==> src/rtl/stream_channel_arbiter.sv <==
// Round-robin packet arbiter: merges NUM_CH AXI-Stream inputs onto one output
// with a single registered output stage, keeping each packet contiguous.
module stream_channel_arbiter #(
  parameter int DATA_WIDTH = 64,
  parameter int NUM_CH     = 5
) (
  input  logic                         aclk,
  input  logic                         areset,
  input  logic [NUM_CH*DATA_WIDTH-1:0] s_tdata,
  input  logic [NUM_CH-1:0]            s_tvalid,
  input  logic [NUM_CH-1:0]            s_tlast,
  output logic [NUM_CH-1:0]            s_tready,
  input  logic [NUM_CH-1:0]            ch_enable,
  output logic [DATA_WIDTH-1:0]        m_tdata,
  output logic                         m_tvalid,
  input  logic                         m_tready,
  output logic                         m_tlast,
  output logic [2:0]                   m_tdest,
  output logic [NUM_CH*16-1:0]         pkt_count
);

  localparam int IDX_W = 3;
  localparam int SLOTS = 1 << IDX_W;

  localparam logic [0:0] ST_IDLE = 1'b0;
  localparam logic [0:0] ST_BUSY = 1'b1;

  logic [0:0]            state_q, state_d;
  logic [IDX_W-1:0]      grant_q, grant_d;
  logic [IDX_W-1:0]      last_grant_q, last_grant_d;
  logic [DATA_WIDTH-1:0] m_tdata_q;
  logic                  m_tvalid_q;
  logic                  m_tlast_q;
  logic [IDX_W-1:0]      m_tdest_q;
  logic [15:0]           pkt_count_q [NUM_CH];

  logic [SLOTS-1:0]      req_pad, valid_pad, last_pad;
  logic [DATA_WIDTH-1:0] s_data [SLOTS];
  logic                  arb_hit;
  logic [IDX_W-1:0]      arb_pick, arb_idx;
  logic                  out_free, accept, accept_last;

  // Per-channel vectors are padded to a power of two so they can be indexed
  // directly by the 3-bit grant without range concerns.
  assign req_pad   = SLOTS'(s_tvalid & ch_enable);
  assign valid_pad = SLOTS'(s_tvalid);
  assign last_pad  = SLOTS'(s_tlast);

  for (genvar i = 0; i < SLOTS; i++) begin : g_slot
    if (i < NUM_CH) begin : g_used
      assign s_data[i] = s_tdata[i*DATA_WIDTH +: DATA_WIDTH];
    end else begin : g_unused
      assign s_data[i] = '0;
    end
  end

  for (genvar i = 0; i < NUM_CH; i++) begin : g_cnt
    assign pkt_count[i*16 +: 16] = pkt_count_q[i];
  end

  // Scan from farthest to nearest so the nearest requester after last_grant
  // is the one left in arb_pick.
  // NOTE: every signal written in always_comb gets a default first so no latch is inferred.
  always_comb begin
    arb_hit  = 1'b0;
    arb_pick = '0;
    arb_idx  = '0;
    for (int k = NUM_CH; k >= 1; k--) begin
      arb_idx = IDX_W'((int'(last_grant_q) + k) % NUM_CH);
      if (req_pad[arb_idx]) begin
        arb_hit  = 1'b1;
        arb_pick = arb_idx;
      end
    end
  end

  assign out_free    = !m_tvalid_q || m_tready;
  assign accept      = (state_q == ST_BUSY) && out_free && valid_pad[grant_q] && !areset;
  assign accept_last = accept && last_pad[grant_q];

  always_comb begin
    s_tready = '0;
    if ((state_q == ST_BUSY) && out_free && !areset) begin
      s_tready = NUM_CH'(SLOTS'(1) << grant_q);
    end
  end

  always_comb begin
    state_d      = state_q;
    grant_d      = grant_q;
    last_grant_d = last_grant_q;
    case (state_q)
      ST_IDLE: begin
        if (arb_hit) begin
          state_d      = ST_BUSY;
          grant_d      = arb_pick;
          last_grant_d = arb_pick;
        end
      end
      ST_BUSY: begin
        if (accept_last) begin
          state_d = ST_IDLE;
        end
      end
      default: state_d = ST_IDLE;
    endcase
  end

  // NOTE: sequential state uses non-blocking assignments so every register sees pre-edge values.
  always_ff @(posedge aclk) begin
    if (areset) begin
      state_q      <= ST_IDLE;
      grant_q      <= '0;
      last_grant_q <= IDX_W'(NUM_CH - 1);
      m_tvalid_q   <= 1'b0;
      m_tlast_q    <= 1'b0;
      m_tdest_q    <= '0;
      // NOTE: the data register and counters are reset too; they are outputs with defined reset values.
      m_tdata_q    <= '0;
      for (int i = 0; i < NUM_CH; i++) begin
        pkt_count_q[i] <= '0;
      end
    end else begin
      state_q      <= state_d;
      grant_q      <= grant_d;
      last_grant_q <= last_grant_d;
      if (accept) begin
        m_tdata_q  <= s_data[grant_q];
        m_tlast_q  <= last_pad[grant_q];
        m_tdest_q  <= grant_q;
        m_tvalid_q <= 1'b1;
      end else if (m_tready) begin
        m_tvalid_q <= 1'b0;
      end
      if (accept_last) begin
        pkt_count_q[grant_q] <= pkt_count_q[grant_q] + 16'd1;
      end
    end
  end

  assign m_tdata  = m_tdata_q;
  assign m_tvalid = m_tvalid_q;
  assign m_tlast  = m_tlast_q;
  assign m_tdest  = m_tdest_q;

endmodule

==> config.mk <==
export PLATFORM = sky130hd
export DESIGN_NAME = stream_channel_arbiter
export DESIGN_NICKNAME = d
export VERILOG_FILES = /design/src/rtl/stream_channel_arbiter.sv
export SDC_FILE = /design/constraint.sdc
export NUM_CORES = 1
export LEC_CHECK = 0
export CAP_MARGIN = 10
export CORE_ASPECT_RATIO = 0.6
export CORE_MARGIN = 2
export CORE_UTILIZATION = 36
export CTS_CLUSTER_SIZE = 25
export DETAILED_ROUTE_END_ITERATION = 10
export GPL_TIMING_DRIVEN = 1
export PLACE_DENSITY = 0.76
export SETUP_SLACK_MARGIN = 0.1
export SKIP_LAST_GASP = 1
export SYNTH_ARGS = -nofsm -noshare
export SYNTH_HDL_FRONTEND = slang
export SYNTH_SLANG_ARGS = --single-unit
==> constraint.sdc <==
create_clock -name aclk -period 7.3 [get_ports aclk]
set_clock_uncertainty 0.15 [all_clocks]
set_input_delay 1.46 -clock aclk [delete_from_list [all_inputs] [get_ports aclk]]
set_output_delay 1.46 -clock aclk [all_outputs]
set_load 0.01 [all_outputs]
==> metrics, run 1 <==
Hold WC Path Type=reg -> reg; total die area=0.0356 sq mm; Switching Share=38.7%; vias in the first global route=11400; top cells by area, synth=edfxtp_1 (31%), mux4_2 (15%), dfxtp_1 (13%); Yosys top cell area share=31.3%; Sequential Area=0.00539 sq mm; CP max FO=38; Max Freq=0.170 GHz; Worst Setup Start Kind=register; RD Place Congestion=0.998; main combinational cell family by area after synthesis=multiplexers; setup_tns=0 ns; Core Area=around 0.034 sq mm; slew at the pin closest to its max-slew limit=1.22 ns; GR Overflow Total=0; pin count of the biggest net entering global routing=91; pre-CTS WS=1.61 ns; pwr dens=266 mW/mm^2; global-route wire length before repair=just over 80000 um; Remaining DRCs=0; XOR/XNOR Fraction of Synth Area=between 1.5 and 2%; Root Buffer=clkbuf_16; via-per-instance ratio=5.66; wirelength, routed=58600 um; setup ws final=around 1.4 ns; fraction of the mapped netlist area in adder cells=about 2.5%; IO buf count=491; Arrival @ worst endpoint=between 6 and 7 ns; Multi-input gate area=0.00654 sq mm; final setup violating endpoints=0; # fillers=2936; combinational power share=about 47%; Post-DRT Antenna Nets=0; async set or reset register ratio after synthesis=0%; P&R area growth vs syn=49.4%; simple-gate share of the synthesized area=10.9%; worst relative slew slack=18.7%; Leak=between 6 and 7 nW; area leader, netlist=edfxtp_1; Post-CTS Setup Bufs=0; Main synth FF type=edfxtp_1; post-synthesis mux area share=20.8%; Post-CTS Hold Buffers=0; clk_lat worst skew=0.53 ns; yosys warns=0; Cell Area, Synth=0.0123 sq mm; Synth Register Bits=a little over 200; RSZ-0062 raised after global routing=no; internal power=just under 0.003 W; Post-CTS Resized=0; GRT Resource Usage Total=32.0%; row count=52; post-DP HPWL=46800 um; initial core utilization=between 30% and 40%; sequential share of power=about a third; clock sinks=205; initial antenna violation count=26; commonest non-fill, non-tap cell in the layout=clkdlybuf4s50_1; TritonCTS clock tree=yes; kind of critical path=reg -> reg; WL/cell=28.7 um; DRT Pass-1 Iters=6; hold_ws=0.311 ns; Cell variety after synth=80; DR vias=11600; Hold Fails Final Rpt=0; VDD IR max=between 0.15 and 0.2 mV; layout cells sized above 1=10.5%; Syn Area/Cell=11.5 sq um; commonest non-fill, non-tap cells in the layout=clkdlybuf4s50_1 (490), nor2_1 (175), edfxtp_1 (128); CP endpoint kind=register; # IOs=about 490; clock tree buffer depth=3; Mapped Cells=1063; worst path required time=7.57 ns; final slew viol count=0; die outline width=242 um; sw power=0.00189 W; Num CTS Buffers=21; number of synthesized flops with an enable pin=approximately 130; nets=1915; sequential area share after synthesis=a little over two fifths; status=finished clean; clock slew at reported path FFs=0.06 ns; First DRT Iteration DRCs=about 1100; Die Ht=147 um; H-tree levels=1; Non-Filler Instances=between 2000 and 2500; Final min period=5.87 ns; number of max-cap violations=0; post-synthesis compound-gate area fraction=15.6%; placed insts=1988; fin crit share=80.5%; Clk network pwr share=a little over a fifth
-- metrics by stage --
stage	power (W)	utilization, %	area, sq um
final	0.00487	54.5	18300
after global routing	0.00510	54.5	18300
after CTS	0.00483	54.4	18300
after detailed placement	0.00380	52.5	17700
after global placement	0.00378	52.5	17700
after floorplan	0.00297	-	12400
-- routing by layer --
metal  track usage [%]  vias to the layer above  wire length [um]
li1                  -                     5087                 -
met2              53.4                      674             28100
met4              16.2                        6              3380
met1              38.6                     5669             21700
met5                 0                        -                41
met3              8.17                      138              5360
-- synth_stat cells (12+ instances only) --
master    instances
nand2_1          40
mux2i_1          35
buf_2            16
inv_1            37
clkbuf_1         61
a21oi_1          19
nand4_1          12
xnor2_1          12
a211oi_1         69
dfxtp_1          77
edfxtp_1        128
nor2_1          176
o21ai_0          32
mux4_2           83
ha_1             25
a22oi_1          63
nand3_1          12
-- sequential cells by signal, summed over array words and instances, names as in the netlist, named ones only --
register      flops
pkt_count_q     128
state_q           1
m_tvalid          1
grant_q           3
last_grant_q      1
m_tdest           3
m_tlast           1
m_tdata          64
-- path summary, 6_finish.rpt --
| check | from | to | slack, ns | cells past startpoint |
|---|---|---|---|---|
| max | grant_q[1] | grant_q[0] | 1.43 | 15 |
| min | m_tdest[1] | m_tdest[1] | 0.31 | 2 |
| max reg2reg | grant_q[1] | grant_q[0] | 1.43 | 15 |
| min reg2reg | m_tdest[1] | m_tdest[1] | 0.31 | 2 |
-- power groups by stage --
stage | clock network (W) | logic, W | registers [W]
CTS | 0.00103 | 0.00223 | 0.00157
finish | 0.00103 | 0.00226 | 0.00157
detailed placement | 0 | 0.00221 | 0.00159
floorplan | 0 | 0.00142 | 0.00156
global route | 0.00108 | 0.00243 | 0.00159
global placement | 0 | 0.00219 | 0.00159
-- worst max-delay path, stage by stage, from the launching register on --
cell,delay (ns)
dfxtp_4,0.72
clkinv_1,0.47
ha_1,0.66
ha_1,0.38
nor4b_1,0.44
nor4_1,0.17
nor2_1,0.40
ha_1,0.29
inv_1,0.09
o221ai_1,0.29
nand4_1,0.14
a211oi_1,0.64
a2111oi_2,0.15
a41oi_4,0.39
a211oi_1,0.15
a31o_1,0.24
-- area by class of cell --
type / count / share of cell area [%]
diodes: 20 / 0.273
clock buffers: 25 / 3.06
clock inverters: 11 / 0.355
inverters: 39 / 0.798
multi-input cells: 782 / 35.7
flip-flops and latches: 205 / 29.4
well taps: 459 / 3.13
repair buffers: 503 / 27.3
-- logic make-up after synthesis --
logic type,count (synthesis)
AOI/OAI and AO/OA,259
xor gates and xnor gates,22
adders and majority gates,25
buffers and inverters,123
DFF,205
muxes,133
other,1
and+or+nand+nor,295
No activity file was read; power rests on OpenSTA's default activity.
==> inputs of run 2 (changes only) <==
--- a/config.mk
+++ b/config.mk
@@ -12,7 +12,7 @@
 export CTS_CLUSTER_SIZE = 25
 export DETAILED_ROUTE_END_ITERATION = 10
 export GPL_TIMING_DRIVEN = 1
-export PLACE_DENSITY = 0.76
+export PLACE_DENSITY = 0.78
 export SETUP_SLACK_MARGIN = 0.1
 export SKIP_LAST_GASP = 1
 export SYNTH_ARGS = -nofsm -noshare
==> constraint.sdc (replaced) <==
create_clock -name aclk -period 5 [get_ports aclk]
set_clock_uncertainty 0.15 [all_clocks]
set_input_delay 1 -clock aclk [delete_from_list [all_inputs] [get_ports aclk]]
set_output_delay 1 -clock aclk [all_outputs]
set_load 0.01 [all_outputs]
==> run 2 against run 1 <==
Count of clock-buffer cells in the layout rose by 5. Flip-flop and latch count stayed put. Hold slack better by 0.0075 ns. Critical endpoint unchanged. Largest power group unchanged. Highest routed layer unchanged.
==> metrics, run 2 (same netlist as run 1, synthesis figures left out) <==
hold_ws=0.319 ns; DRT Pass-1 Iters=5; global-route wire length before repair=82100 um; pwr dens=a little under 400 mW/mm^2; Non-Filler Instances=approximately 2100; worst relative slew slack=36.9%; CP max FO=12; number of flip-flops in the largest register=around 130; pin count of the biggest net entering global routing=90; Reg-to-Reg Start=grant_q[1]; reg2reg end=grant_q[0]; Crit-path slowest cell=nor4_1; kind of critical path=reg -> reg; final setup violating endpoints=0; P&R area growth vs syn=52.3%; Root Buffer=clkbuf_16; RD Place Congestion=just under 1; critical hold path startpoint=m_tdest[2]; die outline width=242 um; crit-path max cell delay=0.51 ns; cell family with most CP delay=compound AO/OA/AOI/OAI gates; row count=52; setup_tns=0 ns; fin crit share=about nine tenths; Hold Fails Final Rpt=0; Max Freq=approximately 0.22 GHz; number of max-cap violations=0; post-layout instance area=0.0187 sq mm; Hold WC Path Type=reg -> reg; Core Area=0.0336 sq mm; total die area=0.0356 sq mm; WL/cell=28.4 um; Die Ht=around 150 um; Worst Setup Start Kind=register; Largest Register=pkt_count_q; vias in the first global route=11500; Worst Path Buf+Inv=1; commonest non-fill, non-tap cells in the layout=clkdlybuf4s50_1 (490), nor2_1 (174), edfxtp_1 (128); # IOs=492; slew at the pin closest to its max-slew limit=0.944 ns; Leak=between 6 and 7 nW; GR Overflow Total=0; placed cell area=0.0179 sq mm; Power, Total=0.00734 W; initial antenna violation count=18; placed insts=2022; clock slew at reported path FFs=0.06 ns; H-tree levels=1; Final min period=about 4.5 ns; CP endpoint kind=register; clk_lat worst skew=0.52 ns; First DRT Iteration DRCs=1204; wirelength, routed=around 59000 um; Post-DRT Antenna Nets=0; clock tree buffer depth=3; final slew viol count=0; post-DP HPWL=47000 um; GRT Resource Usage Total=between 30% and 40%; layout cells sized above 1=roughly an eighth; Arrival @ worst endpoint=4.82 ns; via-per-instance ratio=5.69; Post-CTS Setup Bufs=0; r2r setup slk=0.48 ns; status=finished clean; Num CTS Buffers=22; crit-path cells=ha_1 -> xor2_4 -> ha_1 -> nor4b_1 -> nor4_1 -> nor2_2 -> ha_1 -> o31ai_1 -> nand2_1 -> mux2i_1 -> o21ba_2 -> a2111oi_2 -> buf_4 -> a41oi_4 -> a211oi_1 -> a31o_1; TritonCTS clock tree=yes; VDD IR max=0.174 mV; cell mode on critical path=ha_1; DR vias=11800; IO buf count=491; Worst Reg-to-Reg Cells=16; worst path required time=5.30 ns; RSZ-0062 raised after global routing=no; initial core utilization=36.5%; Worst Hold Depth=2; commonest non-fill, non-tap cell in the layout=clkdlybuf4s50_1; nets=1950; clock sinks=205; Remaining DRCs=0; hold endpoint=m_tdest[2]
run 2: cell types whose count changed in the layout (fill, tap and decap cells not counted), moves of 2 or more:
cell,before,now
clkinvlp_4,3,0
clkinv_1,3,5
clkbuf_1,2,5
buf_12,0,2
diode_2,20,13
buf_4,12,44
clkbuf_16,21,25
clkbuf_8,2,0
run 2: layout make-up:
class | instances | area, sq um
timing repair buffer | 537 | 5280
clock inverter | 10 | 73.8
multi-input combinational | 782 | 6550
inverter | 39 | 146
tap | 459 | 574
antenna | 13 | 32.5
fill | 2845 | 14900
clock buffer | 30 | 644
sequential | 205 | 5390
run 2: power by group:
group	total, W	leakage [nW]	internal (W)	switching, W
combinational	0.00342	4.40	0.00154	0.00188
sequential	0.00226	1.94	0.00209	0.000170
clock	0.00166	0.351	0.000956	0.000700
total	0.00734	6.69	0.00459	0.00275
run 2: worst min-delay path, delay by kind of cell (launching register included):
| family | cells | cell delay (ns) |
|---|---|---|
| flops | 1 | 0.31 |
| compound gates | 1 | 0.06 |
| simple gates | 1 | 0.05 |
run 2: metal layers:
metal	vias up	track usage, %	share of wire (%)
met5	-	0	0.14
met4	12	16.8	5.7
met3	115	8.60	9.0
met2	639	54.0	48
met1	5884	38.0	37
li1	5159	-	-
run 2: how the worst max path moves through the flow:
stage                           from          to  slack (ns)  depth (start not counted)
after floorplan           grant_q[0]    register        0.41                         17
after global placement    grant_q[1]  grant_q[0]        0.58                         16
after detailed placement  grant_q[1]  grant_q[0]        0.48                         16
after CTS                 grant_q[1]  grant_q[0]        0.44                         16
after global routing      grant_q[1]  grant_q[0]        0.21                         16
final                     grant_q[1]  grant_q[0]        0.48                         16
run 2: repair_timing:
action,CTS,global route
setup endpoints to repair,0,1
gates resized for setup,0,1
hold buffers,0,0
run 2: metrics by stage:
step	setup WS [ns]	util (%)
after floorplan	0.415	-
after global placement	0.579	53.3
after detailed placement	0.476	53.3
after CTS	0.437	55.5
after global routing	0.213	55.5
final	0.478	55.6
